<file path="src/rtl/noc_pkg.sv">
// rtl/noc_pkg.sv - shared flit type, port indices, FSM states and XY route helper
package noc_pkg;

  localparam int NUM_PORTS = 5;

  localparam int LOCAL = 0;
  localparam int NORTH = 1;
  localparam int SOUTH = 2;
  localparam int EAST  = 3;
  localparam int WEST  = 4;

  typedef struct packed {
    logic [1:0]  dest_x;
    logic [1:0]  dest_y;
    logic [27:0] payload;
  } flit_t;

  typedef enum logic [1:0] {
    IDLE       = 2'd0,
    ROUTE      = 2'd1,
    WAIT_GRANT = 2'd2
  } port_state_t;

  // Dimension-ordered routing: resolve X first, then Y, else deliver locally.
  function automatic logic [NUM_PORTS-1:0] xy_route(input logic [1:0] dest_x,
                                                    input logic [1:0] dest_y,
                                                    input logic [1:0] x_id,
                                                    input logic [1:0] y_id);
    logic [NUM_PORTS-1:0] onehot;
    onehot = '0;
    if (dest_x > x_id)      onehot[EAST]  = 1'b1;
    else if (dest_x < x_id) onehot[WEST]  = 1'b1;
    else if (dest_y > y_id) onehot[NORTH] = 1'b1;
    else if (dest_y < y_id) onehot[SOUTH] = 1'b1;
    else                    onehot[LOCAL] = 1'b1;
    return onehot;
  endfunction

endpackage

</file>
<file path="src/rtl/noc_flit_fifo.sv">
// rtl/noc_flit_fifo.sv - circular flit buffer with occupancy count
module noc_flit_fifo
  import noc_pkg::*;
#(
  parameter int DEPTH = 4,
  localparam int AW = $clog2(DEPTH),
  localparam int CW = $clog2(DEPTH + 1)
) (
  input  logic          clk,
  input  logic          rst,
  input  logic          push,
  input  logic          pop,
  input  flit_t         wdata,
  output flit_t         rdata,
  output logic          full,
  output logic [CW-1:0] count
);

  flit_t         mem [DEPTH];
  logic [AW-1:0] wr_ptr;
  logic [AW-1:0] rd_ptr;

  assign full  = (count == CW'(DEPTH));
  assign rdata = mem[rd_ptr];

  // Storage is not reset; only pointers and count define what is valid.
  always_ff @(posedge clk) begin
    if (push) mem[wr_ptr] <= wdata;
  end

  // Pointers wrap explicitly at DEPTH-1; count tracks push/pop together.
  always_ff @(posedge clk or posedge rst) begin
    if (rst) begin
      wr_ptr <= '0;
      rd_ptr <= '0;
      count  <= '0;
    end else begin
      if (push) wr_ptr <= (wr_ptr == AW'(DEPTH - 1)) ? '0 : wr_ptr + 1'b1;
      if (pop)  rd_ptr <= (rd_ptr == AW'(DEPTH - 1)) ? '0 : rd_ptr + 1'b1;
      case ({push, pop})
        2'b10:   count <= count + 1'b1;
        2'b01:   count <= count - 1'b1;
        default: count <= count;
      endcase
    end
  end

endmodule

</file>
<file path="src/rtl/noc_input_port.sv">
// rtl/noc_input_port.sv - NoC router input port: flit FIFO, XY route and grant handshake (optional NOC_PORT_STATS_EN counters)
module noc_input_port
  import noc_pkg::*;
#(
  parameter int X_ID  = 0,
  parameter int Y_ID  = 0,
  parameter int DEPTH = 4
) (
  input  logic        clk,
  input  logic        rst,
  input  logic        in_valid,
  output logic        in_ready,
  input  logic [31:0] in_flit,
  output logic [4:0]  req,
  input  logic [4:0]  grant,
  output logic [31:0] out_flit,
  output logic        grant_err
`ifdef NOC_PORT_STATS_EN
  ,
  output logic [15:0] flit_cnt,
  output logic [15:0] stall_cnt
`endif
);

  localparam int CW = $clog2(DEPTH + 1);

  port_state_t    state_q, state_d;
  logic [4:0]     req_d;
  logic           push, pop;
  logic           full;
  logic [CW-1:0]  count;
  flit_t          head;

  assign in_ready = !full;
  assign push     = in_valid && in_ready;
  assign out_flit = head;

  noc_flit_fifo #(.DEPTH(DEPTH)) u_fifo (
    .clk   (clk),
    .rst   (rst),
    .push  (push),
    .pop   (pop),
    .wdata (flit_t'(in_flit)),
    .rdata (head),
    .full  (full),
    .count (count)
  );

  // Next-state and request decode; req only changes on entering or leaving WAIT_GRANT.
  always_comb begin
    state_d = state_q;
    req_d   = req;
    pop     = 1'b0;
    case (state_q)
      IDLE: begin
        if (count != '0) state_d = ROUTE;
      end
      ROUTE: begin
        req_d   = xy_route(head.dest_x, head.dest_y, 2'(X_ID), 2'(Y_ID));
        state_d = WAIT_GRANT;
      end
      WAIT_GRANT: begin
        if ((grant & req) != '0) begin
          pop     = 1'b1;
          req_d   = '0;
          state_d = ((count != CW'(1)) || push) ? ROUTE : IDLE;
        end
      end
      default: state_d = IDLE;
    endcase
  end

  // State, request and error-pulse registers.
  always_ff @(posedge clk or posedge rst) begin
    if (rst) begin
      state_q   <= IDLE;
      req       <= '0;
      grant_err <= 1'b0;
    end else begin
      state_q   <= state_d;
      req       <= req_d;
      grant_err <= (state_q != WAIT_GRANT) ? (|grant) : (|(grant & ~req));
    end
  end

`ifdef NOC_PORT_STATS_EN
  // Saturating counters of delivered flits and grant-starved cycles.
  always_ff @(posedge clk or posedge rst) begin
    if (rst) begin
      flit_cnt  <= '0;
      stall_cnt <= '0;
    end else begin
      if (pop && (flit_cnt != 16'hFFFF)) flit_cnt <= flit_cnt + 1'b1;
      if ((state_q == WAIT_GRANT) && !pop && (stall_cnt != 16'hFFFF))
        stall_cnt <= stall_cnt + 1'b1;
    end
  end
`endif

endmodule

</file>
<file path="config.mk">
export PLATFORM = sky130hd
export DESIGN_NAME = noc_input_port
export DESIGN_NICKNAME = d
export VERILOG_FILES = /design/src/rtl/noc_pkg.sv /design/src/rtl/noc_flit_fifo.sv /design/src/rtl/noc_input_port.sv
export SDC_FILE = /design/constraint.sdc
export NUM_CORES = 1
export LEC_CHECK = 0
export BUFFER_PORTS_ARGS = -buffer_cell sky130_fd_sc_hd__buf_2
export CORE_ASPECT_RATIO = 0.5
export CORE_MARGIN = 2
export CORE_UTILIZATION = 45
export DETAILED_ROUTE_END_ITERATION = 6
export HOLD_SLACK_MARGIN = 0.06
export PLACE_DENSITY = 0.68
export SYNTH_ARGS = -nofsm -noshare
export SYNTH_HDL_FRONTEND = slang
export SYNTH_HIERARCHICAL = 1
export SYNTH_SLANG_ARGS = --single-unit
</file>
<file path="constraint.sdc">
create_clock -name clk -period 2.3 [get_ports clk]
set_clock_uncertainty 0.1 [all_clocks]
set_input_delay 0.115 -clock clk [delete_from_list [all_inputs] [get_ports clk]]
set_output_delay 0.115 -clock clk [all_outputs]
set_load 0.01 [all_outputs]
</file>
* Word-level counts from Yosys, hierarchy flattened
Memories as Yosys holds them, arrays and structs flattened. Index checks and enable logic that the tools add are counted.
Cells by class: $add $sub $neg 4, order comparisons 4, equality and inequality tests 11, mux-type cells 24, bitwise logic cells 3, reduce and logical (&&, ||, !) cells 12
Operators with widths (number):
- two-way mux 1 bit | 14
- AND 5 bit | 2
- case mux 5 bit (2 select lines) | 1
- OR reduction 5 bit | 2
- equality test 2 bit (second input constant) | 4
- two-way mux 2 bit | 4
- two-way mux 3 bit | 2
- != test 2 bit (second input constant) | 3
- case mux 2 bit (3 select lines) | 1
- case mux 3 bit (2 select lines) | 1
- two-way mux 5 bit | 1
- NOT 5 bit | 1
- nonzero test 5 bit | 1
- adder 2 x 1 -> 2 bit (second input constant) | 2
- equality test 2 x 1 -> 1 bit (second input constant) | 2
- > comparator 2 x 1 -> 1 bit (second input constant) | 2
- < comparator 2 x 1 -> 1 bit (second input constant) | 2
- AND reduction 2 bit | 2
- nonzero test 2 bit | 2
- adder 3 x 1 -> 3 bit (second input constant) | 1
- equality test 3 bit (second input constant) | 1
- != test 3 x 1 -> 1 bit (second input constant) | 1
- nonzero test 3 bit | 1
- subtractor 3 x 1 -> 3 bit (second input constant) | 1
- other kinds (4) | 4
Storage, ports and cells: register bits after elaboration 15, RAM bits 128, bits of input ports 40, output and inout port bits 39, logic and storage cells 65, memories 1
Memories:
- u_fifo.mem | depth 4, width 32, read ports 1, clocked after memory_dff 0, write ports 1, line noc_flit_fifo.sv:19 | flit_t mem [DEPTH];

* Depth between registers and ports, before layout
depth after elaboration 7, mapped depth 8, mapped depth without buffers 8

* By module
The synthesis kept the hierarchy.
By module, submodules not included:
- noc_flit_fifo | instances 1, cells each 203, area each 5072.4 µm², sequential area each 4018.9 µm²
- noc_input_port | instances 1, cells each 38, area each 345.3 µm², sequential area each 150.1 µm²

* Worst setup path after synthesis
No wires, ideal clock.
kind reg-to-reg, start point reg u_fifo.count[2], end point mem u_fifo/mem[0][0] in the netlist's numbering, enable pin, arrival 1.694 ns, data required time 1.808 ns, path slack 0.114 ns, stages on the path, launching flop included 4, buffers on the path 0, period minus slack after synthesis 2.186 ns, cells stage by stage dfrtp_1 nor3b_1 nor2b_1 and2_1
On the way: longest elaborated chain between the ends 5
Ends and longest elaborated chain:
- from (decl) | line noc_flit_fifo.sv:16 | output logic [CW-1:0] count
- from (signal assigned) | line noc_flit_fifo.sv:41 | 2'b10: count <= count + 1'b1;
- from (signal assigned) | line noc_flit_fifo.sv:42 | 2'b01: count <= count - 1'b1;
- from (signal assigned) | line noc_flit_fifo.sv:43 | default: count <= count;
- equality test 3 bit | line noc_flit_fifo.sv:23 | assign full = (count == CW'(DEPTH));
- named net full | line noc_input_port.sv:30 | logic full;
- zero test 1 bit | line noc_input_port.sv:34 | assign in_ready = !full;
- logical AND 1 bit | line noc_input_port.sv:35 | assign push = in_valid && in_ready;
- named net push | line noc_input_port.sv:29 | logic push, pop;
- two-way mux 1 bit | line noc_flit_fifo.sv:28 | if (push) mem[wr_ptr] <= wdata;
- two-way mux 1 bit (not written as such) | line noc_flit_fifo.sv:28
- to (decl) | line noc_flit_fifo.sv:19
The timed path passes the listed nets, and every way through them passes these cells.

* Final worst setup path
start point reg req[0], end point reg u_fifo.count[2]
On the way: longest elaborated chain between the ends 6
Ends and longest elaborated chain:
- from (decl) | line noc_input_port.sv:14 | output logic [4:0] req,
- from (signal assigned) | line noc_input_port.sv:81 | req <= req_d;
- AND 5 bit * | line noc_input_port.sv:63 | if ((grant & req) != '0) begin
- nonzero test 5 bit * | line noc_input_port.sv:63
- two-way mux 1 bit * | line noc_input_port.sv:63
- two-way mux 1 bit * | line noc_input_port.sv:54 | case (state_q)
- named net pop | line noc_input_port.sv:29
- equality test 2 x 1 -> 1 bit or equality test 2 bit (tied branches) | line noc_flit_fifo.sv:40 | case ({push, pop})
- case mux 3 bit (2 select lines) or nonzero test 2 bit (tied branches)
The timed path passes the listed nets; every way through them passes the cells marked *. A chain may end at the register's enable or synchronous reset.

==> flow_metrics.py <==
metrics = {
    "power": {
        "switching_share": 0.304,
        "clkPwrFrac": 0.291,
        "seqPwrFrac": 0.419,
        "leakage_nw": 2.51,
        "comb_power_share": 0.290,
        "internal_power_w": 0.00601,
        "power_density_mw_per_mm2": 1250,
        "peakVddDrop_v": 0.000527,
        "p_sw_w": 0.00262,
    },
    "floorplanning": {
        "initial_core_util": 0.460,
        "die_y_um": 81.6,
        "die_area_mm2": 0.0130,
        "rows": 28,
        "core_region_area_mm2": 0.0118,
        "die_x_um": 159,
        "io-pin-count": 79,
    },
    "synthesis": {
        "ys_ff_latch": 141,
        "synthSimpleGateAreaFrac": 0.0247,
        "synth-compound-area-share": 0.0159,
        "synth-seq-area-share": 0.770,
        "synth_edf_count": 128,
        "yosys.area.top_type": "edfxtp_1",
        "synth-xor-area-share": 0.00485,
        "syn_inst": 241,
        "synth_commonest_cells": "edfxtp_1 (128), mux4_2 (29), dfrtp_1 (13)",
        "synth_top_family_by_area": "multiplexers",
        "synth_area_leaders": "edfxtp_1 (71%), mux4_2 (12%), dfrtp_1 (6.0%), mux4_1 (1.5%), ha_1 (1.4%)",
        "avgSynthCellArea_um2": 22.5,
        "synth-async-reset-ratio": 0.0922,
        "synthAdderAreaFrac": 0.0176,
        "synthFlopType": "edfxtp_1",
        "synth.distinct_cells": 37,
        "yosysWarnings": 6,
        "synth_area_mm2": 0.00542,
        "synth_top_area_share": 0.709,
        "yosysMostFrequentCell": "edfxtp_1",
        "synth_mux_area_frac": 0.141,
    },
    "cts": {
        "cts_buffer_depth": 2,
        "cts.sinks": 141,
        "numCtsBuffers": 17,
        "clk_pin_slew_ps": 60,
        "clock-root-buffer": "clkbuf_16",
        "htree_levels": 4,
        "cts_tree": "built",
        "clk_latency_ps": 410,
    },
    "sta": {
        "max_freq_mhz": 457,
        "finalMaxSlewViolations": 0,
        "finalSetupViolCount": 0,
        "final_hold_viol_count": 0,
        "rsz0062_at_grt": "false",
        "relSlewSlack": 0.388,
        "setup_slack_ps": 113,
        "fin_tns_setup_ps": 0,
        "period_needed_ps": 2190,
        "worst_pin_slew_ps": 918,
        "finalCritPeriodShare": 0.951,
    },
    "drt": {
        "avgViaCountPerCell": 5.01,
        "remaining_drc_errors": 0,
        "vias": 2761,
        "firstDrtPassIters": 4,
        "drtIter0Drc": 149,
        "ant_nets": 0,
        "wl_um": 9900,
        "wire_per_inst_um": 18.0,
    },
    "placement": {
        "gp_congestion": 0.782,
        "io_buffers": 76,
        "hpwl_um": 5810,
        "post-place-ws_ps": 85.5,
        "placedCellCount": 479,
    },
    "global_routing": {
        "grt_pass1_wl_um": 15100,
        "grt_pass1_vias": 2871,
        "antenna_found_initial": 0,
        "grt_max_degree": 33,
        "grt_usage": 0.159,
        "grt.overflow.total": 0,
    },
    "worst_setup_path": {
        "worstSetupEndpointType": "register",
        "cp_cell_sequence": "a222oi_1 -> buf_4 -> nor2_2 -> ha_1 -> fa_2 -> xnor2_1 -> nor2_1 -> xor2_1",
        "worst-path-buf-inv": 1,
        "rr_startpoint": "req[0]",
        "crit_type": "reg2reg",
        "worstPathRequired_ps": 2520,
        "crit_fanout": 4,
        "critPathLaunch": "req[0]",
        "cp_slowest_cell": "dfrtp_1",
        "critPathMaxStageDelay_ps": 410,
        "start_kind": "register",
        "crit_family": "adder cells",
        "worstPathArrival_ps": 2410,
    },
    "cells_and_area": {
        "syn_to_final_growth_pct": 27.7,
        "drive_gt1_frac": 0.412,
        "antenna_cells": 0,
        "fin_cells": 551,
        "nets": 420,
    },
    "outcome": {
        "status": "completed",
    },
    "job": {
        "cap_violations": 0,
    },
    "worst_hold_path": {
        "min_path_type": "in2async",
    },
}
[flip-flops by register name, indices dropped and copies added, names as in the netlist]
| signal | count |
|---|---|
| u_fifo/mem | 128 |
| req | 3 |
| u_fifo/count | 3 |
| state_q | 2 |
| u_fifo/rd_ptr | 2 |
| u_fifo/wr_ptr | 2 |
| grant_err | 1 |
[final cells by class]
class / count / area (um^2)
clock inverters: 14 / 123
repair buffers: 122 / 825
well taps: 165 / 206
inverters: 9 / 33.8
fillers: 888 / 4850
flip-flops and latches: 141 / 4170
clock buffers: 18 / 429
multi-input cells: 82 / 1130
[worst register-to-register path, cell delays in order, from the launching register on]
cell	delay, ps
dfrtp_1	410
a222oi_1	370
buf_4	180
nor2_2	50
ha_1	230
fa_2	360
xnor2_1	130
nor2_1	120
xor2_1	170
[cell families (layout without fill, tap and decap cells)]
family                     after synthesis  after routing
AOI/OAI and AO/OA                       13             13
xor gates and xnor gates                 3              3
adders and majority gates                7              7
buffers and inverters                   19            163
DFF                                    141            141
muxes                                   35             35
other                                    1              2
and+or+nand+nor                         22             22
[layer usage]
| layer | wire length [um] | vias to the layer above | global-route usage | share of wire |
|---|---|---|---|---|
| met5 | 0 | - | 0 | 0 |
| met4 | 92 | 0 | 0.0564 | 0.0093 |
| met3 | 327 | 10 | 0.0475 | 0.033 |
| met2 | 5060 | 53 | 0.270 | 0.51 |
| met1 | 4430 | 1444 | 0.199 | 0.45 |
| li1 | - | 1254 | - | - |
[through the flow]
| step | hold WS (ps) | cell area [um^2] | utilization | total power [W] |
|---|---|---|---|---|
| 2_1_floorplan | -194 | 5420 | - | 0.00535 |
| 3_3_place_gp | -53.3 | 5950 | 0.506 | 0.00598 |
| 3_5_place_dp | -40.0 | 5950 | 0.506 | 0.00611 |
| 4_1_cts | 72.8 | 6880 | 0.585 | 0.00870 |
| 5_1_grt | 108 | 6920 | 0.588 | 0.00905 |
| 6_report | 81.7 | 6920 | 0.588 | 0.00863 |
[placed cells by master (no fill, tap or decap), types with 3 or more instances in the layout]
cell and count:
clkbuf_16 17, clkinv_4 5, and2_2 4, o21ai_0 3, mux4_1 3, edfxtp_1 128, inv_6 5, dlygate4sd3_1 36
buf_4 8, inv_1 9, mux4_2 29, ha_1 6, nand2_1 4, o21ai_1 4, dfrtp_1 12, nand2b_1 3
buf_2 76
[power groups by stage]
stage	clock [W]	combinational, W	sequential, W
after floorplan	0	0.00175	0.00359
after global placement	0	0.00236	0.00361
after detailed placement	0	0.00244	0.00367
after CTS	0.00256	0.00251	0.00362
after global routing	0.00268	0.00272	0.00365
final	0.00252	0.00250	0.00361
[worst paths after layout]
kind	cells past startpoint	endpoint	slack, ps
worst max-delay path	8	u_fifo/count[2]	110
worst min-delay path	3	state_q[1]	80
worst max register to register	8	u_fifo/count[2]	110
worst min register to register	1	state_q[0]	380
max in group asynchronous	3	u_fifo/rd_ptr[0]	1740
min in group clk	5	state_q[1]	100
[repair_timing]
action / CTS / global route
gates resized for setup: 1 / 5
buffers inserted: 0 / 3
hold buffers: 37 / 0
pin swaps: 0 / 1
endpoints found under the hold margin: 143 / 0
endpoints found under the setup margin: 6 / 71
Power figures use the tool's default switching activity.
